File: config.mk
export PLATFORM = sky130hd
export DESIGN_NAME = vga_rd_sched_flat
export DESIGN_NICKNAME = d
export VERILOG_FILES = /design/src/rtl/vga_rd_sched_pkg.sv /design/src/rtl/vga_rd_sched_if.sv /design/src/rtl/vga_rd_addr_gen.sv /design/src/rtl/vga_rd_sched.sv /design/src/flat_wrapper.sv
export SDC_FILE = /design/constraint.sdc
export NUM_CORES = 1
export LEC_CHECK = 0
export BUFFER_PORTS_ARGS = -buffer_cell sky130_fd_sc_hd__buf_2
export CELL_PAD_IN_SITES_DETAIL_PLACEMENT = 1
export CELL_PAD_IN_SITES_GLOBAL_PLACEMENT = 1
export CORE_ASPECT_RATIO = 1.2
export CORE_UTILIZATION = 45
export CTS_BUF_LIST = sky130_fd_sc_hd__clkbuf_4
export DETAILED_ROUTE_END_ITERATION = 7
export PLACE_DENSITY_LB_ADDON = 0.1
export SYNTH_ARGS = -nofsm -noshare
export SYNTH_HDL_FRONTEND = slang
export SYNTH_SLANG_ARGS = --single-unit
File: constraint.sdc
create_clock -name vga_clk -period 2.7 [get_ports vga_clk]
set_input_delay 0.54 -clock vga_clk [delete_from_list [all_inputs] [get_ports vga_clk]]
set_output_delay 0.54 -clock vga_clk [all_outputs]
set_load 0.02 [all_outputs]
File: src/rtl/vga_rd_sched_pkg.sv
// Shared types and 1280x800 defaults for the VGA frame-buffer read scheduler.
package vga_rd_sched_pkg;

  typedef enum logic [2:0] {
    ST_IDLE,
    ST_FLUSH,
    ST_WAIT_SPACE,
    ST_REQ,
    ST_BURST
  } state_t;

  localparam int          WORD_CNT_W      = 18;
  localparam int          DEF_ADDR_W      = 28;
  localparam int          DEF_FIFO_AW     = 10;
  localparam int          DEF_BURST_LEN   = 64;
  localparam int          DEF_FRAME_WORDS = 128000;
  localparam logic [27:0] DEF_BUF0_BASE   = 28'h0000000;
  localparam logic [27:0] DEF_BUF1_BASE   = 28'h0200000;

  // Saturating event counter step.
  function automatic logic [15:0] sat_inc(input logic [15:0] v);
    return (v == 16'hFFFF) ? v : v + 16'd1;
  endfunction

endpackage

File: src/rtl/vga_rd_sched_if.sv
// DDR burst-read request port between the scheduler (master) and the DDR read port (slave).
interface vga_rd_sched_if
  import vga_rd_sched_pkg::*;
#(
  parameter int ADDR_W = DEF_ADDR_W
);
  logic              rd_req;
  logic [ADDR_W-1:0] rd_addr;
  logic [7:0]        rd_len;
  logic              rd_ack;
  logic              rd_burst_done;

  modport master (
    output rd_req, rd_addr, rd_len,
    input  rd_ack, rd_burst_done
  );

  modport slave (
    input  rd_req, rd_addr, rd_len,
    output rd_ack, rd_burst_done
  );
endinterface

File: src/rtl/vga_rd_addr_gen.sv
// Burst address and frame word counter: load at frame start, advance per completed burst.
module vga_rd_addr_gen
  import vga_rd_sched_pkg::*;
#(
  parameter int ADDR_W      = DEF_ADDR_W,
  parameter int BURST_LEN   = DEF_BURST_LEN,
  parameter int FRAME_WORDS = DEF_FRAME_WORDS
) (
  input  logic              vga_clk,
  input  logic              rstn,
  input  logic              load,
  input  logic [ADDR_W-1:0] base,
  input  logic              advance,
  output logic [ADDR_W-1:0] addr,
  output logic              last_burst
);

  localparam logic [ADDR_W-1:0]     ADDR_STEP = ADDR_W'(BURST_LEN);
  localparam logic [WORD_CNT_W-1:0] CNT_STEP  = WORD_CNT_W'(BURST_LEN);
  localparam logic [WORD_CNT_W-1:0] LAST_CNT  = WORD_CNT_W'(FRAME_WORDS - BURST_LEN);

  logic [WORD_CNT_W-1:0] word_cnt;

  // NOTE: sequential state uses non-blocking assignments so every flop samples pre-edge values.
  always_ff @(posedge vga_clk or negedge rstn) begin
    if (!rstn) begin
      addr     <= '0;
      word_cnt <= '0;
    end else if (load) begin
      addr     <= base;
      word_cnt <= '0;
    end else if (advance) begin
      addr     <= addr + ADDR_STEP;   // wraps modulo 2^ADDR_W by design
      word_cnt <= word_cnt + CNT_STEP;
    end
  end

  // Frame-done flag: the burst now in flight is the last one of the frame.
  assign last_burst = (word_cnt == LAST_CNT);

endmodule

File: src/rtl/vga_rd_sched.sv
// Frame-buffer read scheduler feeding the VGA display FIFO from ping-pong DDR buffers.
// Optional statistics outputs are enabled with `define VGA_RD_SCHED_STAT_EN.
module vga_rd_sched
  import vga_rd_sched_pkg::*;
#(
  parameter int                ADDR_W      = DEF_ADDR_W,
  parameter int                FIFO_AW     = DEF_FIFO_AW,
  parameter int                BURST_LEN   = DEF_BURST_LEN,
  parameter int                FRAME_WORDS = DEF_FRAME_WORDS,
  parameter logic [ADDR_W-1:0] BUF0_BASE   = DEF_BUF0_BASE,
  parameter logic [ADDR_W-1:0] BUF1_BASE   = DEF_BUF1_BASE
) (
  input  logic               vga_clk,
  input  logic               rstn,
  input  logic               frame_start,
  input  logic               wr_frame_done,
  input  logic               wr_buf_sel,
  input  logic [FIFO_AW:0]   fifo_wrusedw,
  output logic               fifo_clr,
  vga_rd_sched_if.master     ddr,
  output logic               rd_buf,
  output logic               busy
`ifdef VGA_RD_SCHED_STAT_EN
  ,
  output logic [15:0]        frame_cnt,
  output logic [15:0]        overrun_cnt,
  output logic [15:0]        skip_cnt
`endif
);

  localparam int             FIFO_CW     = FIFO_AW + 1;
  localparam logic [FIFO_AW:0] FIFO_DEPTH  = {1'b1, {FIFO_AW{1'b0}}};
  localparam logic [FIFO_AW:0] BURST_WORDS = FIFO_CW'(BURST_LEN);

  state_t            state, state_nxt;
  logic              ready_buf, ready_valid;
  logic              ovr_pend, settle;
  logic              sel_buf, sel_valid;
  logic              restart, space_ok;
  logic              load, advance, last_burst;
  logic [FIFO_AW:0]  fifo_free;
  logic [ADDR_W-1:0] addr;

  // A completion arriving with frame_start is already the newest buffer.
  assign sel_buf   = wr_frame_done ? wr_buf_sel : ready_buf;
  assign sel_valid = ready_valid | wr_frame_done;

  assign busy      = (state != ST_IDLE);
  assign restart   = busy & (frame_start | ovr_pend);
  assign fifo_free = FIFO_DEPTH - fifo_wrusedw;
  assign space_ok  = (fifo_free >= BURST_WORDS);

  // NOTE: every always_comb output gets a default first so no path leaves it unassigned (no latch).
  always_comb begin
    state_nxt = state;
    load      = 1'b0;
    advance   = 1'b0;
    unique case (state)
      ST_IDLE: begin
        if (frame_start && sel_valid) begin
          state_nxt = ST_FLUSH;
          load      = 1'b1;
        end
      end
      ST_FLUSH: state_nxt = ST_WAIT_SPACE;
      ST_WAIT_SPACE: begin
        if (restart) begin
          state_nxt = ST_FLUSH;
          load      = 1'b1;
        end else if (!settle && space_ok) begin
          state_nxt = ST_REQ;
        end
      end
      // A pending overrun never withdraws an issued request.
      ST_REQ: begin
        if (ddr.rd_ack) state_nxt = ST_BURST;
      end
      ST_BURST: begin
        if (ddr.rd_burst_done) begin
          advance = 1'b1;
          if (restart) begin
            state_nxt = ST_FLUSH;
            load      = 1'b1;
          end else if (last_burst) begin
            state_nxt = ST_IDLE;
          end else begin
            state_nxt = ST_WAIT_SPACE;
          end
        end
      end
    endcase
  end

  always_ff @(posedge vga_clk or negedge rstn) begin
    if (!rstn) begin
      state       <= ST_IDLE;
      ready_buf   <= 1'b0;
      ready_valid <= 1'b0;
      rd_buf      <= 1'b0;
      ovr_pend    <= 1'b0;
      settle      <= 1'b0;
    end else begin
      state  <= state_nxt;
      settle <= (state == ST_FLUSH);   // skip one check while the flushed level settles
      if (wr_frame_done) begin
        ready_buf   <= wr_buf_sel;
        ready_valid <= 1'b1;
      end
      if (load) rd_buf <= sel_buf;
      if (load) ovr_pend <= 1'b0;
      else      ovr_pend <= ovr_pend | (busy & frame_start);
    end
  end

  vga_rd_addr_gen #(
    .ADDR_W      (ADDR_W),
    .BURST_LEN   (BURST_LEN),
    .FRAME_WORDS (FRAME_WORDS)
  ) u_addr_gen (
    .vga_clk    (vga_clk),
    .rstn       (rstn),
    .load       (load),
    .base       (sel_buf ? BUF1_BASE : BUF0_BASE),
    .advance    (advance),
    .addr       (addr),
    .last_burst (last_burst)
  );

  assign fifo_clr    = (state == ST_FLUSH);
  assign ddr.rd_req  = (state == ST_REQ);
  assign ddr.rd_addr = ddr.rd_req ? addr : '0;
  assign ddr.rd_len  = ddr.rd_req ? 8'(BURST_LEN) : 8'd0;

`ifdef VGA_RD_SCHED_STAT_EN
  always_ff @(posedge vga_clk or negedge rstn) begin
    if (!rstn) begin
      frame_cnt   <= '0;
      overrun_cnt <= '0;
      skip_cnt    <= '0;
    end else begin
      if (state == ST_BURST && ddr.rd_burst_done && last_burst) frame_cnt <= sat_inc(frame_cnt);
      if (frame_start && busy) overrun_cnt <= sat_inc(overrun_cnt);
      if (frame_start && !busy && !sel_valid) skip_cnt <= sat_inc(skip_cnt);
    end
  end
`endif

endmodule

File: src/flat_wrapper.sv
// flat-port wrapper written by rule: the top's interface ports become plain ports
module vga_rd_sched_flat import vga_rd_sched_pkg::*;
#(
  parameter int                ADDR_W      = DEF_ADDR_W,
  parameter int                FIFO_AW     = DEF_FIFO_AW,
  parameter int                BURST_LEN   = DEF_BURST_LEN,
  parameter int                FRAME_WORDS = DEF_FRAME_WORDS,
  parameter logic [ADDR_W-1:0] BUF0_BASE   = DEF_BUF0_BASE,
  parameter logic [ADDR_W-1:0] BUF1_BASE   = DEF_BUF1_BASE
)
  (vga_clk, rstn, frame_start, wr_frame_done, wr_buf_sel, fifo_wrusedw, fifo_clr, rd_buf, busy, ddr_rd_req, ddr_rd_addr, ddr_rd_len, ddr_rd_ack, ddr_rd_burst_done);
  vga_rd_sched_if #(.ADDR_W(ADDR_W)) ddr_i ();
  input  logic vga_clk;
  input  logic rstn;
  input  logic frame_start;
  input  logic wr_frame_done;
  input  logic wr_buf_sel;
  input  logic [FIFO_AW:0] fifo_wrusedw;
  output logic fifo_clr;
  output logic rd_buf;
  output logic busy;
  output wire logic [$bits(ddr_i.rd_req)-1:0] ddr_rd_req;
  output wire logic [$bits(ddr_i.rd_addr)-1:0] ddr_rd_addr;
  output wire logic [$bits(ddr_i.rd_len)-1:0] ddr_rd_len;
  input wire logic [$bits(ddr_i.rd_ack)-1:0] ddr_rd_ack;
  input wire logic [$bits(ddr_i.rd_burst_done)-1:0] ddr_rd_burst_done;
  assign ddr_rd_req = ddr_i.rd_req;
  assign ddr_rd_addr = ddr_i.rd_addr;
  assign ddr_rd_len = ddr_i.rd_len;
  assign ddr_i.rd_ack = ddr_rd_ack;
  assign ddr_i.rd_burst_done = ddr_rd_burst_done;
  vga_rd_sched #(.ADDR_W(ADDR_W), .FIFO_AW(FIFO_AW), .BURST_LEN(BURST_LEN), .FRAME_WORDS(FRAME_WORDS), .BUF0_BASE(BUF0_BASE), .BUF1_BASE(BUF1_BASE)) u_core (.vga_clk(vga_clk), .rstn(rstn), .frame_start(frame_start), .wr_frame_done(wr_frame_done), .wr_buf_sel(wr_buf_sel), .fifo_wrusedw(fifo_wrusedw), .fifo_clr(fifo_clr), .ddr(ddr_i), .rd_buf(rd_buf), .busy(busy));
endmodule
# Word-level counts from Yosys, hierarchy flattened
# Cells that the tools add are included.
[word_totals] ff_bits=54 wordCells=56
[op_classes] addsub=3 n_eq_ne=9 muxes=23 reduce_logical=7 n_lt_le_gt_ge=1 n_bitwise=5
[ops] cell="2-to-1 mux 28 bit" count=3
[ops] cell="2-to-1 mux 18 bit" count=2
[ops] cell="adder 28 x 7 -> 28 bit (second input constant)" count=1
[ops] cell="2-to-1 mux 22 bit" count=1
[ops] cell="adder 18 x 7 -> 18 bit (second input constant)" count=1
[ops] cell="== test 18 x 17 -> 1 bit (second input constant)" count=1
[ops] cell="2-to-1 mux 3 bit" count=6
[ops] cell="case mux 3 bit (5 select lines)" count=1
[ops] cell="greater-or-equal comparator 11 x 7 -> 1 bit (second input constant)" count=1
[ops] cell="subtractor 11 bit (first input constant)" count=1
[ops] cell="2-to-1 mux 1 bit" count=7
[ops] cell="2-to-1 mux 7 bit" count=1
[ops] cell="== test 3 x 2 -> 1 bit (second input constant)" count=2
[ops] cell="!= test 2 bit (second input constant)" count=2
[ops] cell="AND reduction 4 bit" count=1
[ops] cell="== test 3 x 1 -> 1 bit (second input constant)" count=1
[ops] cell="== test 3 bit (second input constant)" count=1
[ops] cell="zero test 3 bit" count=1
[ops] cell="!= test 3 x 1 -> 1 bit (second input constant)" count=1
[ops] cell="bitwise OR 1 bit" count=3
[ops] cell="case mux 1 bit (3 select lines)" count=1
[ops] cell="nonzero test 3 bit" count=1
[ops] cell="bitwise AND 1 bit" count=2
[ops] cell="logical AND 1 bit" count=2
[ops] cell="other kinds (4)" count=4

# Depth between registers and ports, before layout
[logic_depth] ltp_word=6 mapped_depth=7

# Hierarchy
# From an unflattened synthesis, not the netlist that was laid out.
[unflattened] hier_cells=312 area_unflattened_um2=2835.2
[by_module_without_submodules] module="vga_rd_addr_gen" n_inst=1 area_each_um2=2124.5 cells_per_inst=222
[by_module_without_submodules] module="vga_rd_sched" n_inst=1 area_each_um2=710.7 cells_per_inst=90

# Worst setup path after synthesis
# OpenSTA, ideal clock, no wires.
[synth_timing] path_kind="reg-to-output" startpoint="register u_core.state[2]" endpoint="output port ddr_rd_addr[18]" t_arrival_ps=1567 path_stages_with_launch=6 n_path_buf=2 path_slack_ps=593 cell_sequence="dfrtp_1 > clkbuf_2 > or2_2 > inv_1 > clkbuf_1 > and2_1"
[synth_via] elab_chain_cells=2
[synth_rtl] element="start: declaration" line="vga_rd_sched.sv:35" rtl="state_t state, state_nxt;"
[synth_rtl] element="start signal: assignment" line="vga_rd_sched.sv:103" rtl="state <= state_nxt;"
[synth_rtl] element="== test 3 x 2 -> 1 bit" line="vga_rd_sched.sv:130" rtl="assign ddr.rd_req = (state == ST_REQ);"
[synth_rtl] element="named net ddr_rd_req" line="flat_wrapper.sv:22" rtl="output wire logic [$bits(ddr_i.rd_req)-1:0] ddr_rd_req;"
[synth_rtl] element="2-to-1 mux 28 bit" line="vga_rd_sched.sv:131" rtl="assign ddr.rd_addr = ddr.rd_req ? addr : '0;"
[synth_rtl] element="end: declaration" line="flat_wrapper.sv:23" rtl="output wire logic [$bits(ddr_i.rd_addr)-1:0] ddr_rd_addr;"
# The timed path passes the listed nets, and every way through them passes these cells.

# Worst setup path in the final report
[layout_timing] startpoint="register u_core.state[0]" endpoint="output port ddr_rd_addr[27]"
[layout_via] elab_chain_cells=2
[layout_rtl] element="== test 3 x 2 -> 1 bit" line="vga_rd_sched.sv:130"
[layout_rtl] element="2-to-1 mux 28 bit" line="vga_rd_sched.sv:131"
# Every way passes these cells.

==> impl_results.md <==
- Dpl cells: 363
- Critical Path Source: u_core.state[0]
- Vias in the first global route: 2,074
- Clk buf depth: 2
- Synthesized area: 2450 um^2
- I/O pin count: 58
- Area of the multi-input gates: 1240 um^2
- Final hold violation count: 0
- Finished Layout Cells: 371
- Worst setup SP type: register
- Setup TNS: 0 ns
- Fmax: 0.421 GHz
- Gpl congestion: 0.802
- Pin count of the biggest net entering global routing: 24
- DR iter-0 viols: 39
- DP Wirelength: 4.10 mm
- Fin crit period: 2.38 ns
- Total grt overflow: 0
- Final total power: 1.67 mW
- R2R Path Start: u_core.state[1]
- Mean post-synth cell area: 9.13 um^2
- Via-to-Cell Ratio: 5.54
- Post-CTS setup buffers: 0
- Fin. max-slew vios: 0
- First-pass GRT wire length: 9.85 mm
- Crit Path Class: reg -> out
- Drt total wl: 5.61 mm
- Latest clock arrival within the worst-skew pair: 0.36 ns
- Hold-fix buffers, CTS: 0
- Clk_skew: 0.0218 ns
- DRC viols: 0
- Post-synth EDFFs: 0
- Worst setup margin: 0.322 ns
- CP endpoint kind: primary output
- Syn. warnings: 0
- Asr flop ratio synth: 1.00
- Final Cycle Share: 0.881
- Initial antenna violation count: 0
- Area of the core: 5260 um^2
- PortBufs: 44
- Commonest non-fill, non-tap cell in the layout: buf_2
- RSZ-0062 raised after global routing: false
- Hold crit path type: in -> async
- H-tree depth: 2
- Slew headroom: 0.613
- Row count: 29
- Nets: 328
- Root Buffer: clkbuf_4
- GRT Total Usage: 0.213
- Final hold slack: 0.126 ns
- Worst EP arrival: 1.84 ns
- Die W: 69.4 um
- Worst-path clk slew: 0.14 ns
- Req. time, crit path: 2.16 ns
- CTS tree: done
- Seq cells post-synth: 42
- Resized cells post-CTS: 0
- CTS buffer count: 5
- Leak Pwr: 1.24 nW
- Outcome: completed
- Cells after Synth: 269
- Dpl ws: 0.503 ns
- CP Max Fanout: 23
- Antenna cell count: 0
- Starting Density: 0.467
- Setup-failing EPs final: 0
- Die height: 82.9 um
- Drt pass-1 iters: 3
- Die area: 5760 um^2
- Layout cells sized above 1: 0.210
- Vias: 2,054
- Register area share after synthesis: 0.428
- Pwr Density: 617 nW/um^2
- Area grow syn2layout: 10.1%
- Worst slew pin tran: 0.576 ns
- Maxcap violations: 0
- Most common flop cell mapped by yosys: dfrtp_1
- Num Clock Sinks: 42
- Peak supply drop: 385 uV
- Routed len/inst: 15.1 um
- Library cells used by synthesis: 42
- FF/Latch Area: 1050 um^2
- Routed Antenna Nets: 0
- Most frequent cells in the layout: buf_2, dfrtp_1, nor2_1, and2_1, nand2_1
- Fillers: 644
synth_stat cells, types with 3 or more instances:
library cell / instances / area [um^2]
buf_2: 5 / 25.0
or4_1: 8 / 60.1
dfrtp_1: 42 / 1050
and3_1: 5 / 31.3
or3_1: 9 / 56.3
or2_2: 3 / 18.8
buf_4: 16 / 120
xor2_1: 9 / 78.8
nor3_1: 3 / 15.0
o31ai_1: 7 / 52.6
clkbuf_1: 4 / 15.0
a21oi_1: 18 / 90.1
inv_1: 5 / 18.8
nor4_1: 4 / 25.0
xnor2_1: 7 / 61.3
nand2_1: 21 / 78.8
o21ai_0: 11 / 55.1
nand3_1: 11 / 55.1
and2_1: 22 / 138
nor2_1: 25 / 93.8
nand4_1: 8 / 50.1
per-stage QoR:
stage               cell area [um^2]  utilization
floorplan                       2500            -
CTS                             2700        0.513
finish                          2700        0.514
global placement                2640        0.502
detailed placement              2640        0.502
global route                    2700        0.514
worst paths after layout:
kind / cells past startpoint / end / slack [ns]
setup / recovery: 5 / ddr_rd_addr[27] / 0.32
hold / removal: 1 / u_core.u_addr_gen.addr[25] / 0.13
setup reg to reg: 5 / u_core.u_addr_gen.word_cnt[17] / 0.71
hold reg to reg: 1 / u_core.ready_valid / 0.50
max in group asynchronous: 2 / u_core.state[2] / 1.87
min in group vga_clk: 2 / u_core.ready_valid / 0.42
flip-flops by register name (all words and copies together), names as in the netlist:
register                    flops
u_core.u_addr_gen.word_cnt     12
u_core.u_addr_gen.addr         22
u_core.rd_buf                   1
u_core.ready_valid              1
u_core.ovr_pend                 1
u_core.state                    3
u_core.ready_buf                1
u_core.settle                   1
worst max-delay path, cell delays in order (launching register included):
cell	delay, ns
dfrtp_1	0.51
nand2_1	0.07
or2_2	0.34
clkinvlp_4	0.25
and2_1	0.17
buf_2	0.16
logic make-up (layout without fill, tap and decap cells):
family	after synthesis	after routing	synth area share
compound gates	47	47	0.123
flops	42	42	0.428
xor+xnor	16	16	0.0571
fa+ha+maj	2	2	0.0102
other cells	1	13	0.00153
buf+inv	33	61	0.0841
mux	1	1	0.00459
simple gates	127	127	0.291
report_power, final:
part / switching [mW] / internal [mW]
registers: 0.0781 / 0.688
clock network: 0.208 / 0.113
logic: 0.384 / 0.196
routing by layer:
metal,track usage,part of all wire
met4,0.0835,0.021
met5,0,0
met1,0.259,0.44
met2,0.369,0.52
met3,0.0388,0.025
final cells by class:
type	count	area share
multi-input combinational	206	0.460
sequential	42	0.389
timing repair buffer	48	0.0926
tap	62	0.0287
clock buffer	6	0.0167
inverter	5	0.00833
clock inverter	2	0.00509
Note: power is estimated with default switching activity, not from simulation.
